--- config.mk ---
export PLATFORM = sky130hd
export DESIGN_NAME = load_store_unit
export DESIGN_NICKNAME = d
export VERILOG_FILES = /design/src/rtl/load_store_unit.sv
export SDC_FILE = /design/constraint.sdc
export NUM_CORES = 1
export LEC_CHECK = 0
export ABC_AREA = 1
export BUFFER_PORTS_ARGS = -buffer_cell sky130_fd_sc_hd__buf_2
export CORE_AREA = 5 5 114 116
export DETAILED_ROUTE_END_ITERATION = 12
export DIE_AREA = 0 0 119 121
export PLACE_DENSITY_LB_ADDON = 0.05
export SYNTH_ARGS = -nofsm -noshare
export SYNTH_HDL_FRONTEND = slang
export SYNTH_SLANG_ARGS = --single-unit
--- constraint.sdc ---
create_clock -name clk -period 2.1 [get_ports clk]
set_clock_uncertainty 0.15 [all_clocks]
set_input_delay 0.315 -clock clk [delete_from_list [all_inputs] [get_ports clk]]
set_output_delay 0.315 -clock clk [all_outputs]
set_load 0.005 [all_outputs]
--- src/rtl/load_store_unit.sv ---
// load_store_unit: RV32I load/store unit between the core execute stage and a
// data bus with wait states. One transaction at a time: IDLE -> REQ -> WAIT
// -> DONE. Loads are byte/half extracted and sign/zero extended. Stores are
// lane-replicated with byte strobes.
// Optional feature macro: LSU_MISALIGN_TRAP_EN (misaligned half/word accesses
// return an error response without touching the bus).
module load_store_unit #(
    parameter int DATA_WIDTH     = 32,
    parameter int TIMEOUT_CYCLES = 64
) (
    input  logic                  clk,
    input  logic                  rst,
    input  logic                  req_valid,
    output logic                  req_ready,
    input  logic                  req_we,
    input  logic [2:0]            req_funct3,
    input  logic [DATA_WIDTH-1:0] req_addr,
    input  logic [DATA_WIDTH-1:0] req_wdata,
    output logic                  resp_valid,
    output logic [DATA_WIDTH-1:0] resp_rdata,
    output logic                  resp_err,
    output logic                  busy,
    output logic                  mem_req,
    output logic                  mem_we,
    output logic [DATA_WIDTH-1:0] mem_addr,
    output logic [3:0]            mem_wstrb,
    output logic [DATA_WIDTH-1:0] mem_wdata,
    input  logic                  mem_gnt,
    input  logic                  mem_rvalid,
    input  logic [DATA_WIDTH-1:0] mem_rdata
);

    localparam int CNT_W = $clog2(TIMEOUT_CYCLES + 1);

    localparam logic [2:0] F3_B  = 3'b000;
    localparam logic [2:0] F3_H  = 3'b001;
    localparam logic [2:0] F3_W  = 3'b010;
    localparam logic [2:0] F3_BU = 3'b100;
    localparam logic [2:0] F3_HU = 3'b101;

    typedef enum logic [1:0] {
        IDLE,
        REQ,
        WAIT,
        DONE
    } state_t;

    state_t                state;
    logic [2:0]            f3_q;
    logic [1:0]            lo_q;
    logic [CNT_W-1:0]      cnt;

    logic                  req_legal;
    logic                  req_misalign;
    logic [3:0]            req_strb;
    logic [DATA_WIDTH-1:0] req_wfmt;

    // Select the addressed lane and extend it according to the load type
    function automatic logic [DATA_WIDTH-1:0] extract(
        input logic [2:0]            f3,
        input logic [1:0]            lo,
        input logic [DATA_WIDTH-1:0] word
    );
        logic [7:0]  b;
        logic [15:0] h;
        case (lo)
            2'd0:    b = word[7:0];
            2'd1:    b = word[15:8];
            2'd2:    b = word[23:16];
            default: b = word[31:24];
        endcase
        h = lo[1] ? word[31:16] : word[15:0];
        case (f3)
            F3_B:    extract = {{24{b[7]}}, b};
            F3_H:    extract = {{16{h[15]}}, h};
            F3_BU:   extract = {24'd0, b};
            F3_HU:   extract = {16'd0, h};
            default: extract = word;
        endcase
    endfunction

    // Decode the incoming request: legality, alignment and store lane formatting
    always_comb begin
        req_legal    = 1'b0;
        req_misalign = 1'b0;
        req_strb     = '0;
        req_wfmt     = '0;
        if (req_we) begin
            case (req_funct3)
                F3_B: begin
                    req_legal = 1'b1;
                    req_strb  = 4'b0001 << req_addr[1:0];
                    req_wfmt  = {4{req_wdata[7:0]}};
                end
                F3_H: begin
                    req_legal = 1'b1;
                    req_strb  = req_addr[1] ? 4'b1100 : 4'b0011;
                    req_wfmt  = {2{req_wdata[15:0]}};
                end
                F3_W: begin
                    req_legal = 1'b1;
                    req_strb  = 4'b1111;
                    req_wfmt  = req_wdata;
                end
                default: ;
            endcase
        end else begin
            case (req_funct3)
                F3_B, F3_H, F3_W, F3_BU, F3_HU: req_legal = 1'b1;
                default: ;
            endcase
        end
`ifdef LSU_MISALIGN_TRAP_EN
        case (req_funct3)
            F3_H, F3_HU: req_misalign = req_addr[0];
            F3_W:        req_misalign = |req_addr[1:0];
            default: ;
        endcase
`endif
    end

    // Transaction FSM; every output is registered here
    always_ff @(posedge clk) begin
        if (rst) begin
            state      <= IDLE;
            cnt        <= '0;
            f3_q       <= '0;
            lo_q       <= '0;
            req_ready  <= 1'b1;
            busy       <= 1'b0;
            mem_req    <= 1'b0;
            mem_we     <= 1'b0;
            mem_addr   <= '0;
            mem_wstrb  <= '0;
            mem_wdata  <= '0;
            resp_valid <= 1'b0;
            resp_rdata <= '0;
            resp_err   <= 1'b0;
        end else begin
            case (state)
                IDLE: begin
                    if (req_valid) begin
                        f3_q      <= req_funct3;
                        lo_q      <= req_addr[1:0];
                        req_ready <= 1'b0;
                        busy      <= 1'b1;
                        if (req_legal && !req_misalign) begin
                            state     <= REQ;
                            mem_req   <= 1'b1;
                            mem_we    <= req_we;
                            mem_addr  <= {req_addr[DATA_WIDTH-1:2], 2'b00};
                            mem_wstrb <= req_strb;
                            mem_wdata <= req_wfmt;
                        end else begin
                            state      <= DONE;
                            resp_valid <= 1'b1;
                            resp_err   <= 1'b1;
                            resp_rdata <= '0;
                        end
                    end
                end
                REQ: begin
                    if (mem_gnt) begin
                        mem_req <= 1'b0;
                        if (mem_we) begin
                            state      <= DONE;
                            resp_valid <= 1'b1;
                            resp_err   <= 1'b0;
                            resp_rdata <= '0;
                        end else begin
                            state <= WAIT;
                            cnt   <= '0;
                        end
                    end
                end
                WAIT: begin
                    if (mem_rvalid) begin
                        state      <= DONE;
                        cnt        <= '0;
                        resp_valid <= 1'b1;
                        resp_err   <= 1'b0;
                        resp_rdata <= extract(f3_q, lo_q, mem_rdata);
                    end else if (cnt == CNT_W'(TIMEOUT_CYCLES - 1)) begin
                        state      <= DONE;
                        cnt        <= '0;
                        resp_valid <= 1'b1;
                        resp_err   <= 1'b1;
                        resp_rdata <= '0;
                    end else begin
                        cnt <= cnt + 1'b1;
                    end
                end
                DONE: begin
                    state      <= IDLE;
                    resp_valid <= 1'b0;
                    resp_err   <= 1'b0;
                    req_ready  <= 1'b1;
                    busy       <= 1'b0;
                end
                default: state <= IDLE;
            endcase
        end
    end

endmodule

Word level (Yosys, flattened, before mapping)

Index checks and enable logic that the tools add are counted.

Register bits after elaboration: 118
Input port bits: 105
Output and inout bits: 106

Add/sub/neg operators: 1
Eq/ne operators: 20
Shift-type cells: 1
Multiplexer cells: 49
Reduce and logical (&&, ||, !) cells: 18

Operators by type and width:

| cell                | count |
|---|---|
| $mux 32             | 7 |
| $pmux 32 s3         | 2 |
| $pmux 32 s4         | 1 |
| $mux 7              | 4 |
| $pmux 8 s3          | 1 |
| $mux 1              | 18 |
| $mux 16             | 1 |
| $pmux 7 s2          | 1 |
| $eq 3x3->1 const B  | 4 |
| $ne 2x2->1 const B  | 6 |
| $pmux 4 s3          | 1 |
| $mux 2              | 5 |
| $reduce_and 3->1    | 3 |
| $mux 4              | 2 |
| $pmux 1 s4          | 2 |
| $pmux 2 s4          | 1 |
| $add 7x1->7 const B | 1 |
| $eq 7x6->1 const B  | 1 |
| $eq 2x2->1 const B  | 3 |
| $eq 3x1->1 const B  | 2 |
| $logic_not 3->1     | 2 |
| $pmux 1 s2          | 3 |
| $reduce_and 6->1    | 1 |
| $reduce_bool 2->1   | 3 |
| 11 further kinds    | 14 |

Longest topological paths before layout

Depth after elaboration: 7
Gate-level depth with buffers: 11
Depth with buffers taken out: 11

Worst setup path before layout

OpenSTA, ideal clock, no wires.

Path type: reg2reg
Start: register state[1]
End: register resp_rdata[10]
Library setup time: 0.119 ns
Arrival: 1.483 ns
Data required time: 1.831 ns
Path slack: 0.348 ns
Cell stages (with the launch flop): 11
Period minus slack after synthesis: 1.752 ns
Path through: dfxtp_1 > inv_1 > ha_1 > inv_1 > or2_1 > nand2_1 > inv_2 > nand4_4 > inv_4 > buf_6 > a21oi_1

Longest elaborated chain between the ends: 3

Ends and longest elaborated chain:

| element                                            | RTL line | RTL |
|---|---|---|
| from (decl)                                        | 48       | `state_t state;` |
| from (signal assigned)                             | 125      | `state <= IDLE;` |
| from (signal assigned)                             | 148      | `state <= REQ;` |
| from (signal assigned)                             | 155      | `state <= DONE;` |
| $eq 2x2->1, or another cell as far along           | 140      | `case (state)` |
| $ne 3x3->1 (no line), or another cell as far along | -        |  |
| $reduce_and 6->1 (no line)                         | -        |  |
| to (signal assigned)                               | 182      | `resp_rdata <= extract(f3_q, lo_q, mem_rdata);` |
| to (decl)                                          | 20       | `output logic [DATA_WIDTH-1:0] resp_rdata,` |

Several ways; a longest one is shown, not always the timed one.
A chain may end at the register's enable or synchronous reset.

Final worst setup path

Same ends and word-level chain as after synthesis.

==> impl_results.md <==
* Outcome: complete, no violations
* Worst Path Max Fanout at 20
* Worst-case headroom to the max-slew limit at 63.9%
* Clock Tree Root: clkbuf_16
* Last element of the critical path: resp_rdata[10]
* Highest cell delay on the worst timing path at 0.33 ns
* Final Core Density at 66.2%
* Clock tree from TritonCTS: built
* Startpoint of the tightest hold check path: req_wdata[7]
* Unrepaired setup endpoints after global routing: yes
* Critical-path cell list: inv_1, ha_1, inv_1, or2_1, nand2_1, inv_2, nand4_4, buf_4, nand2_1, nand2_1, a21oi_1
* Hold Violations, Final at 0
* Ratio of final minimum period to clock period at 93.6%
* Number of setup violations in the final report at 0
* Post-synthesis cell type count at 37
* Initial detailed-routing violation count at 326
* Number of violations of the max-capacitance limit at 0
* Reg-to-reg setup timing slack at 0.13 ns
* Vias in the first global route at 5708
* Fraction of layout instances using a drive strength above 1 at 28.3%
* Gate count of the mapped netlist at 836
* Total length of routed wires at 17200 um
* Critical path's top delay family: simple AND/OR/NAND/NOR gates
* Clock latency on the worst-skew pair at 0.42 ns
* Final #Nets at 1176
* CTS sink count at 118
* Max Freq at 509 MHz
* Most frequent cell on the critical path: nand2_1
* Critical Path End Type: flop
* Source of the critical timing path: state[1]
* Detailed-route wire length per cell at 14.0 um
* Starting Density at 48.8%
* Leak at 3.87 nW
* Power density over the cells at 1160 nW/um^2
* Primary FF master, synth: dfxtp_1
* Min-delay worst type: input port to flop
* Minimum clock period at 1.97 ns
* Final weighted congestion of routability-driven global placement at 0.886
* Filler Cells Inserted at 1098
* Worst reg2reg path endpoint: resp_rdata[10]
* Detail Route Antenna Nets at 0
* Number of remaining DRC errors at 0
* Yosys warnings at 0
* Die width at 119 um
* Startpoint type of the worst setup path: flop
* Startpoint of the most critical register-to-register path: state[1]
* Count of pins on the block boundary at 211
* Area of the die at 14400 um^2
* Number of levels in the clock H-tree at 4
* Number of gates on the worst path with buffers counted at 11
* Worst Setup Path Type: flop to flop
* Port-buffer cells at 208
* Worst Reg-to-Reg Cells at 11
* Core Area at 11800 um^2
* First-pass GRT wire length at 27700 um
* Transition time at the pin with the least slew margin at 0.542 ns
* Data required time at the worst endpoint at 2.24 ns
* Number of vias in the routed layout at 6099
* Hold path cells at 3
* Clock transition at path regs at 0.05 ns
* Area overhead of the layout relative to synthesis at 35.7%
* Arrival time worst endpoint at 2.11 ns
* Global router's overall resource usage at 23.9%
* Pin count of the biggest net entering global routing at 52
* Setup total negative slack at 0 ns
* Fraction of synthesis flops using an asynchronous set or reset pin at 0%
* Seq/Total Area, Yosys at 41.0%
* Max clock buf depth at 2
* Remaining Overflow, GRT at 0
* Floorplan die height at 121 um
* Number of antenna diodes at 0
* Number of detailed-routing iterations run before antenna repair at 4
* DPL Wire Length at 12100 um
* Avg Synthesized Cell Area at 6.89 um^2
* Critical path's slowest cell: dfxtp_1
* Bufs and invs on worst path at 4
* Row cnt at 40
* Cell Area, Synth at 5760 um^2
* Via/cell ratio at 4.98
* Initial antenna violation count at 0
* Placed Cells incl. Taps at 1164
* Total clock buffers created by CTS at 17
* Peak supply drop at 0.000643 V
* Number of cells in the finished layout apart from fillers at 1225
* Yosys reg bits at 118
* Count of flip-flops with a built-in enable after synthesis at 0
* Final number of max-transition violations at 0
flip-flops by register name (all words and copies together), names as in the netlist:
name / count
mem_we: 1
mem_req: 1
f3_q: 3
resp_rdata: 32
lo_q: 2
mem_addr: 30
mem_wstrb: 4
state: 2
cnt: 7
mem_wdata: 32
busy: 1
resp_err: 1
resp_valid: 1
req_ready: 1
per-stage QoR:
stage	total power [mW]	instance area, um^2	hold WS (ns)	worst slack (ns)
2_1_floorplan	5.06	5760	0.279	0.348
3_3_place_gp	5.95	6870	0.291	0.203
3_5_place_dp	5.97	6870	0.293	0.150
4_1_cts	9.08	7800	0.0193	0.136
5_1_grt	9.64	7820	0.0375	-0.0320
6_report	9.04	7820	0.0320	0.134
power breakdown:
part	internal [mW]	switching, mW	total [mW]
Clock	2.04	0.986	3.03
Combinational	1.17	1.87	3.04
Sequential	2.72	0.249	2.97
layout make-up:
class                   count  area [um^2]  area share (%)
clock inverters             7          116            1.49
multi-input cells         591         2800            35.8
clock buffers              24          512            6.55
repair buffers            255         1520            19.4
inverters                  83          325            4.16
flip-flops and latches    118         2360            30.2
well taps                 147          184            2.35
synthesized netlist by cell type (2+ instances only):
cell	number	area [um^2]
nor2_2	2	12.5
a21oi_1	61	305
buf_2	13	65.1
buf_4	5	37.5
nand2_2	6	37.5
dfxtp_1	118	2360
nand4_1	2	12.5
a22oi_1	15	113
inv_1	74	278
clkbuf_1	13	48.8
nand2_1	213	800
or2_2	10	62.6
nor2_1	125	469
a21oi_2	19	166
o21a_1	7	52.6
o21ai_0	71	355
nand3_1	35	175
a211oi_1	3	22.5
o22ai_1	2	12.5
buf_6	12	135
ha_1	5	62.6
nand3_2	3	30.0
clkinv_1	2	7.51
nor3_1	3	15.0
clkbuf_2	2	10.0
inv_2	4	15.0
worst min-delay path by stage:
stage                        end  slack, ns
detailed placement        cnt[6]       0.29
CTS                 mem_wdata[7]       0.02
global placement         mem_req       0.29
global route        mem_wdata[0]       0.04
floorplan                 cnt[6]       0.28
finish              mem_wdata[7]       0.03
worst reg2reg max path, cell delays in order, from the launching register on:
cell and delay [ns]:
dfxtp_1 0.33, inv_1 0.10, ha_1 0.22, inv_1 0.06, or2_1 0.25, nand2_1 0.09, inv_2 0.05, nand4_4 0.13
buf_4 0.27, nand2_1 0.08, nand2_1 0.06, a21oi_1 0.05
layer usage:
| metal | GRT usage, % | vias to the layer above | part of all wire (%) |
|---|---|---|---|
| li1 | - | 3123 | - |
| met1 | 28.9 | 2742 | 43 |
| met2 | 38.5 | 195 | 47 |
| met3 | 8.11 | 39 | 7.2 |
| met4 | 10.5 | 0 | 2.6 |
| met5 | 0 | - | 0 |
kinds of logic (layout without fill, tap and decap cells):
logic type               count (synthesis)  in the layout  share of synthesized area, %
AO/OA/AOI/OAI                          180            180                          18.1
flip-flops                             118            118                          41.0
other                                    1              2                        0.0651
adder cells (fa/ha/maj)                  5              5                          1.09
XOR/XNOR                                 2              2                         0.304
AND/OR/NAND/NOR                        402            402                          28.7
buffers and inverters                  128            369                          10.7
cells in the final DEF, fill, tap and decap left out, types with 2 or more instances in the layout:
| master | n |
|---|---|
| a22oi_1 | 15 |
| a21oi_2 | 18 |
| buf_2 | 208 |
| inv_2 | 4 |
| nand3_1 | 34 |
| nand3_2 | 4 |
| ha_1 | 5 |
| nor2_1 | 125 |
| clkbuf_16 | 17 |
| or2_2 | 10 |
| buf_12 | 4 |
| nor2_2 | 2 |
| nor3_1 | 3 |
| nand2_1 | 213 |
| clkbuf_8 | 6 |
| nand4_1 | 2 |
| o21ai_0 | 71 |
| bufinv_16 | 3 |
| dlygate4sd3_1 | 30 |
| a211oi_1 | 3 |
| buf_4 | 13 |
| dfxtp_1 | 118 |
| clkinv_1 | 2 |
| conb_1 | 2 |
| a21oi_1 | 61 |
| nand2_2 | 6 |
| clkinv_2 | 3 |
| o21a_1 | 7 |
| o22ai_1 | 2 |
| inv_1 | 74 |
timing repair:
action / 4_1_cts / 5_1_grt
hold endpoints to repair: 30 / 0
setup buffers: 0 / 0
gates resized for setup: 0 / 4
hold buffers: 30 / 0
setup endpoints to repair: 0 / 9
Power figures use the tool's default switching activity.
